File: config.mk
export PLATFORM = sky130hd
export DESIGN_NAME = fu_op_sequencer
export DESIGN_NICKNAME = d
export VERILOG_FILES = /design/src/rtl/fu_pkg.sv /design/src/rtl/fu_op_sequencer.sv
export SDC_FILE = /design/constraint.sdc
export NUM_CORES = 1
export LEC_CHECK = 0
export BUFFER_PORTS_ARGS = -buffer_cell sky130_fd_sc_hd__clkbuf_2
export CAP_MARGIN = 20
export CELL_PAD_IN_SITES_DETAIL_PLACEMENT = 1
export CELL_PAD_IN_SITES_GLOBAL_PLACEMENT = 2
export CORE_ASPECT_RATIO = 0.75
export CORE_MARGIN = 2
export CORE_UTILIZATION = 29
export CTS_BUF_LIST = sky130_fd_sc_hd__clkbuf_4 sky130_fd_sc_hd__clkbuf_8
export DETAILED_ROUTE_END_ITERATION = 10
export GPL_ROUTABILITY_DRIVEN = 0
export PLACE_DENSITY = 0.85
export SYNTH_ARGS = -nofsm -noshare
export SYNTH_HDL_FRONTEND = slang
export SYNTH_SLANG_ARGS = --single-unit
File: constraint.sdc
create_clock -name clk -period 2.6 [get_ports clk]
set_input_delay 0.26 -clock clk [delete_from_list [all_inputs] [get_ports clk]]
set_output_delay 0.26 -clock clk [all_outputs]
set_load 0.03 [all_outputs]
File: src/rtl/fu_pkg.sv
// Shared definitions for the function-unit op sequencer: FS encodings,
// controller states and default widths.
package fu_pkg;

    localparam int DEF_DATA_W  = 32;
    localparam int DEF_SHAMT_W = 5;

    localparam logic [4:0] FS_TRANSFER_A = 5'b00000;
    localparam logic [4:0] FS_ADD        = 5'b00010;
    localparam logic [4:0] FS_SUB        = 5'b00101;
    localparam logic [4:0] FS_AND        = 5'b01000;
    localparam logic [4:0] FS_PASS_B     = 5'b10000;
    localparam logic [4:0] FS_SHL        = 5'b10001;
    localparam logic [4:0] FS_SHR        = 5'b10010;

    typedef enum logic [1:0] {
        ST_IDLE = 2'd0,
        ST_EXEC = 2'd1,
        ST_RESP = 2'd2
    } state_t;

    // Shift ops are the FS[4]=1 codes other than the plain B transfer.
    function automatic logic is_shift_fs(input logic [4:0] fs);
        return fs[4] && (fs[3:0] != 4'd0);
    endfunction

endpackage

File: src/rtl/fu_op_sequencer.sv
// Initiator-side controller for function_unit: issues one pass per cycle,
// iterating the single-bit shifter for multi-bit shifts, and returns F plus flags.
module fu_op_sequencer
    import fu_pkg::*;
#(
    parameter int DATA_W  = DEF_DATA_W,
    parameter int SHAMT_W = DEF_SHAMT_W
) (
    input  logic               clk,
    input  logic               rst,
    input  logic               req_valid,
    output logic               req_ready,
    input  logic [4:0]         req_fs,
    input  logic [DATA_W-1:0]  req_a,
    input  logic [DATA_W-1:0]  req_b,
    input  logic [SHAMT_W-1:0] req_shamt,
    output logic               rsp_valid,
    input  logic               rsp_ready,
    output logic [DATA_W-1:0]  rsp_f,
    output logic               rsp_v,
    output logic               rsp_c,
    output logic               rsp_n,
    output logic               rsp_z,
    output logic [DATA_W-1:0]  fu_busA,
    output logic [DATA_W-1:0]  fu_busB,
    output logic [4:0]         fu_fs,
    input  logic [DATA_W-1:0]  fu_f,
    input  logic               fu_v,
    input  logic               fu_c,
    input  logic               fu_n,
    input  logic               fu_z
);

    state_t               state;
    state_t               next_state;
    logic [4:0]           fs_reg;
    logic [DATA_W-1:0]    a_reg;
    logic [DATA_W-1:0]    b_reg;
    logic [SHAMT_W-1:0]   cnt;
    logic                 feedback;
    logic                 accept;
    logic                 last_pass;
    logic                 req_shift;
    logic                 req_zero_shamt;

    assign accept         = req_valid && req_ready;
    assign last_pass      = (cnt == SHAMT_W'(1));
    assign req_shift      = is_shift_fs(req_fs);
    assign req_zero_shamt = (req_shamt == '0);

    always_ff @(posedge clk) begin
        if (rst) state <= ST_IDLE;
        else     state <= next_state;
    end

    always_comb begin
        next_state = state;
        case (state)
            ST_IDLE: if (accept)    next_state = ST_EXEC;
            ST_EXEC: if (last_pass) next_state = ST_RESP;
            ST_RESP: if (rsp_ready) next_state = ST_IDLE;
            default:                next_state = ST_IDLE;
        endcase
    end

    always_comb begin
        req_ready = (state == ST_IDLE) && !rst;
        rsp_valid = (state == ST_RESP);
        fu_busA   = '0;
        fu_busB   = '0;
        fu_fs     = FS_TRANSFER_A;
        if (state == ST_EXEC) begin
            fu_busA = a_reg;
            fu_busB = b_reg;
            fu_fs   = fs_reg;
        end
    end

    // A zero-length shift degenerates into a single B transfer so the result is B.
    always_ff @(posedge clk) begin
        if (accept) begin
            fs_reg   <= (req_shift && req_zero_shamt) ? FS_PASS_B : req_fs;
            a_reg    <= req_a;
            b_reg    <= req_b;
            cnt      <= (req_shift && !req_zero_shamt) ? req_shamt : SHAMT_W'(1);
            feedback <= req_shift && !req_zero_shamt;
        end else if (state == ST_EXEC) begin
            if (feedback) b_reg <= fu_f;
            cnt <= cnt - SHAMT_W'(1);
        end
    end

    always_ff @(posedge clk) begin
        if (rst) begin
            rsp_f <= '0;
            rsp_v <= 1'b0;
            rsp_c <= 1'b0;
            rsp_n <= 1'b0;
            rsp_z <= 1'b0;
        end else if (state == ST_EXEC && last_pass) begin
            rsp_f <= fu_f;
            rsp_v <= fu_v;
            rsp_c <= fu_c;
            rsp_n <= fu_n;
            rsp_z <= fu_z;
        end
    end

endmodule

# Word level (Yosys, flattened, before mapping)
# Index checks and enable logic that the tools add are counted.
# classes
n_eq_ne	6
mux	13
n_reduce_logical	15
add_sub_neg	1
# op_table
operator	count
two-way mux 32 bit	5
two-way mux 5 bit	4
logical AND 1 bit	6
two-way mux 2 bit	3
one-hot mux 2 bit (3 select lines)	1
equality test 5 x 1 -> 1 bit, second input constant	1
zero test 5 bit	1
subtractor 5 x 1 -> 5 bit, second input constant	1
inequality test 2 bit, second input constant	2
nonzero test 2 bit	2
nonzero test 4 bit	1
AND reduction 3 bit	1
equality test 2 x 1 -> 1 bit, second input constant	1
equality test 2 bit, second input constant	1
zero test 1 bit	2
zero test 2 bit	1
inequality test 2 x 1 -> 1 bit, second input constant	1
AND reduction 2 bit	1
# word_totals
register_bits	113
out_inout_bits	107
word_cells	46

# Logic depth before layout (Yosys ltp)
# depth
ltp_word	5
mapped_depth	7
mapped_depth_nobuf	5

# Worst setup path after synthesis
# No wires, ideal clock.
# synth_path
path_kind	register to register
start	register state[1]
end	register b_reg[0] (enable)
path_stages_with_launch	6
path_slack_ns	0.294
arrival_time_ns	1.917
required_time_ns	2.211
path_cell_list	dfxtp_1 -> or4b_1 -> buf_2 -> buf_6 -> buf_6 -> nand2_1
# synth_between
elab_chain_len	5
word_cells_on_any_way	7
classes_between	1 x eq/ne; 6 x reduce/logical
# synth_rtl
item	line	rtl
start: declaration	fu_op_sequencer.sv:34	state_t state;
start signal: assignment	fu_op_sequencer.sv:53	else state <= next_state;
zero test 2 bit	fu_op_sequencer.sv:67	req_ready = (state == ST_IDLE) && !rst;
logical AND 1 bit	fu_op_sequencer.sv:67	
logical AND 1 bit	fu_op_sequencer.sv:46	assign accept = req_valid && req_ready;
nonzero test 2 bit (no source line)	-	
AND reduction 2 bit (no source line) *	-	
end signal: assignment	fu_op_sequencer.sv:84	b_reg <= req_b;
end signal: assignment	fu_op_sequencer.sv:88	if (feedback) b_reg <= fu_f;
end: declaration	fu_op_sequencer.sv:38	logic [DATA_W-1:0] b_reg;
# Every way passes the cells marked *; elsewhere a longest branch is shown, timed or not.
# A chain may end at the register's enable or synchronous reset.

# Final worst setup path
# layout_path
start	register state[0]
end	output fu_busB[9]
# layout_between
elab_chain_len	2
# layout_rtl
item	line	rtl
equality test 2 x 1 -> 1 bit	fu_op_sequencer.sv:72	if (state == ST_EXEC) begin
two-way mux 32 bit	fu_op_sequencer.sv:72	
end: declaration	fu_op_sequencer.sv:25	output logic [DATA_W-1:0] fu_busB,
# Every way passes these cells.

==> key figures <==
Run status
  • Outcome: complete, no violations

Final layout
  • Layout fillers: 1951
  • Final Util: 42.0%
  • P&R area growth vs syn: 41.6%
  • Sequential Area: 3010 sq um
  • Share of cells above drive strength 1: 37.0%
  • Area of the multi-input gates: roughly 1800 sq um
  • Final net count: 832

Drt
  • DRT Wirelength: 15.6 mm
  • Vias per inst: ~4.6
  • DR vias: approximately 4300
  • Post-route ant nets: 0
  • Routed length per instance: between 15 and 20 um
  • DR iter-0 viols: 207
  • Drt pass-1 iters: 4
  • # DRC: 0

Synthesis
  • Synth top area share: 44.9%
  • Top_reg_cell synth: edfxtp_1
  • Post-Synthesis Cells: 469
  • Synthesized Nets: 585
  • Count leader, synth: nand2_1
  • Yosys top cell by area: edfxtp_1
  • Netlist Area Pre-Place: 5010 sq um
  • Synth area leaders: edfxtp_1 45%, dfxtp_1 15%, and2_1 9.2%
  • Count of cell types in the netlist: 33
  • Post-synth EDFFs: 75
  • Asr flop ratio synth: 0%
  • Sequential element share of the synthesized area: 60.1%
  • Warning count from the yosys run: 0
  • Flops & latches, synth: between 100 and 150
  • Top cells by count, synth: 100 x nand2_1, 75 x edfxtp_1, 74 x and2_1
  • Synth Area per Inst: 10.7 sq um

Floorplanning
  • Row cnt: 41
  • Starting Density: ~30%
  • Die Footprint: approximately 18000 sq um
  • CORE AREA: 16900 sq um
  • Die height: 118 um
  • Ports: about 220
  • Width of the die: 156 um

Setup path
  • Worst setup path start: state[0]
  • Crit start category: flop
  • WP data required: around 2.3 ns
  • Worst r2r path cells: 3
  • Reg2reg setup slack: 0.40 ns
  • Crit end category: output port
  • CP Class: reg -> out
  • CP max FO: 22
  • R2R Path End: a_reg[8]
  • Origin of the critical flop-to-flop path: state[1]
  • Crit path DAT: approximately 2.1 ns

Global routing
  • Met2 GRT Util: a little over a quarter
  • Global route overflow: 0
  • Largest net degree at the start of global routing: 76
  • Global-route wire length before repair: 23.9 mm
  • Gr busiest metal: met2
  • GR Util All Layers: between 15 and 20%
  • M3 GR Usage: 5.41%
  • M1 GR Usage: a little over a fifth
  • Initial antenna violation count: 1
  • Vias in the first global route: 4530

CTS
  • Clock Tree Buf Depth: 2
  • TritonCTS clock tree: yes
  • CTS H-tree depth: 4
  • Post-CTS setup buffers: 0
  • Reg clk slew, reported paths: roughly 0.070 ns
  • Later-pin clock latency in the skew report: approximately 0.43 ns
  • TritonCTS buffer count: 17
  • Clk root buf: clkbuf_8
  • Clock Sinks: 113

Timing
  • Relative slew slack: 60.2%
  • Clock Skew: 0.0107 ns
  • Tmin final: roughly 2.3 ns
  • RSZ-0062 raised after global routing: no
  • Worst-margin pin slew: 0.591 ns
  • Final hold violations: 0
  • Max-slew violations: 0
  • F_max: 431 MHz
  • Setup-failing EPs final: 0
  • Period Utilization, post-route: between 80 and 90%
  • Setup TNS Final: 0 ns

Placement
  • Port buffer count: 220
  • Dpl hpwl: approximately 11 mm

Worst hold path
  • Hold Path Cell Cnt: 1
  • Worst hold start: req_fs[4]
  • Worst Hold Class: in -> reg
  • Worst Hold Endpoint: fs_reg[4]

Pwr
  • Lkg Pwr: approximately 0.0031 uW
  • Worst vdd rail ir drop: 272 uV
  • P per Cell Area: 643 nW/um^2

Job
  • Max_cap viols: 0
-- worst max-delay path: stages (launching register included) --
cell and delay (ns):
dfxtp_1 0.45, nor2b_4 0.45, buf_4 0.33, and2_1 0.19
clkbuf_2 0.21
-- cell type report --
type | instances | share of cell area [%]
Clock inverter | 15 | 2.70
Clock buffer | 17 | 3.30
Inverter | 7 | 0.370
Multi-Input combinational cell | 312 | 25.4
Sequential cell | 113 | 42.5
Tap cell | 215 | 3.79
Timing Repair Buffer | 265 | 21.9
Antenna cell | 1 | 0.0353
-- cells by family (layout without fill, tap and decap cells) --
kind of cell | count (synthesis) | in the layout | share of synthesized area, %
flip-flops | 113 | 113 | 60.1
buffers and inverters | 45 | 304 | 4.44
AND/OR/NAND/NOR | 260 | 261 | 29.5
other | 0 | 1 | 0
XOR/XNOR | 3 | 3 | 0.524
AO/OA/AOI/OAI | 46 | 46 | 4.94
adder cells (fa/ha/maj) | 2 | 2 | 0.499
-- routing by layer --
layer / up-vias / share of wire [%]
met2: 157 / 48
met5: - / 0
met1: 2060 / 45
met3: 16 / 6.1
met4: 0 / 1.6
li1: 2092 / -
-- per-stage QoR --
| stage | area, sq um | total power, uW | setup WS, ns | hold slack [ns] | cells |
|---|---|---|---|---|---|
| after floorplan | 5010 | 2490 | 0.294 | 0.359 | 469 |
| after global placement | 6340 | 2740 | 0.502 | 0.440 | 879 |
| after detailed placement | 6340 | 2760 | 0.435 | 0.439 | 879 |
| after CTS | 7080 | 4610 | 0.0870 | 0.0262 | 943 |
| after global routing | 7100 | 4760 | 0.0834 | 0.0329 | 945 |
| final | 7100 | 4560 | 0.277 | 0.0570 | 945 |
-- cells in the final DEF, fill, tap and decap left out, types with 2 or more instances in the layout --
cell,Yosys,routed
a21oi_1,2,2
and2_1,74,74
buf_12,0,3
buf_4,0,10
bufinv_16,0,4
clkbuf_2,3,220
clkbuf_8,0,17
clkinv_1,0,2
clkinv_2,0,3
clkinv_4,0,2
clkinvlp_4,0,3
dfxtp_1,38,38
dlygate4sd3_1,0,32
edfxtp_1,75,75
ha_1,2,2
inv_1,6,6
nand2_1,100,99
nand2b_1,37,37
nand4b_1,36,36
nor2_1,2,2
nor3_1,3,3
o21ai_0,32,32
o21ai_1,5,5
o22ai_1,2,2
xnor2_1,2,2
-- worst max-delay path by stage --
| stage | end | slack (ns) | cells past startpoint |
|---|---|---|---|
| after floorplan | b_reg[0] | 0.29 | 5 |
| after CTS | fu_busB[9] | 0.09 | 4 |
| after global routing | fu_busB[9] | 0.08 | 4 |
| after global placement | a_reg[0] | 0.50 | 3 |
| after detailed placement | a_reg[0] | 0.44 | 3 |
| final | fu_busB[9] | 0.28 | 4 |
-- timing repair --
action                                  in CTS  in global routing
endpoints found under the setup margin       0                 13
hold buffers                                32                  0
endpoints found under the hold margin       32                  0
gates resized for setup                      0                  0
-- report_power, final --
group          switching [uW]  leakage, uW  internal [uW]
logic                     429      0.00191            265
clock network             773     0.000207           1040
registers                36.2      0.00101           2020
total                    1240      0.00313           3330
No activity file was read; power rests on OpenSTA's default activity.
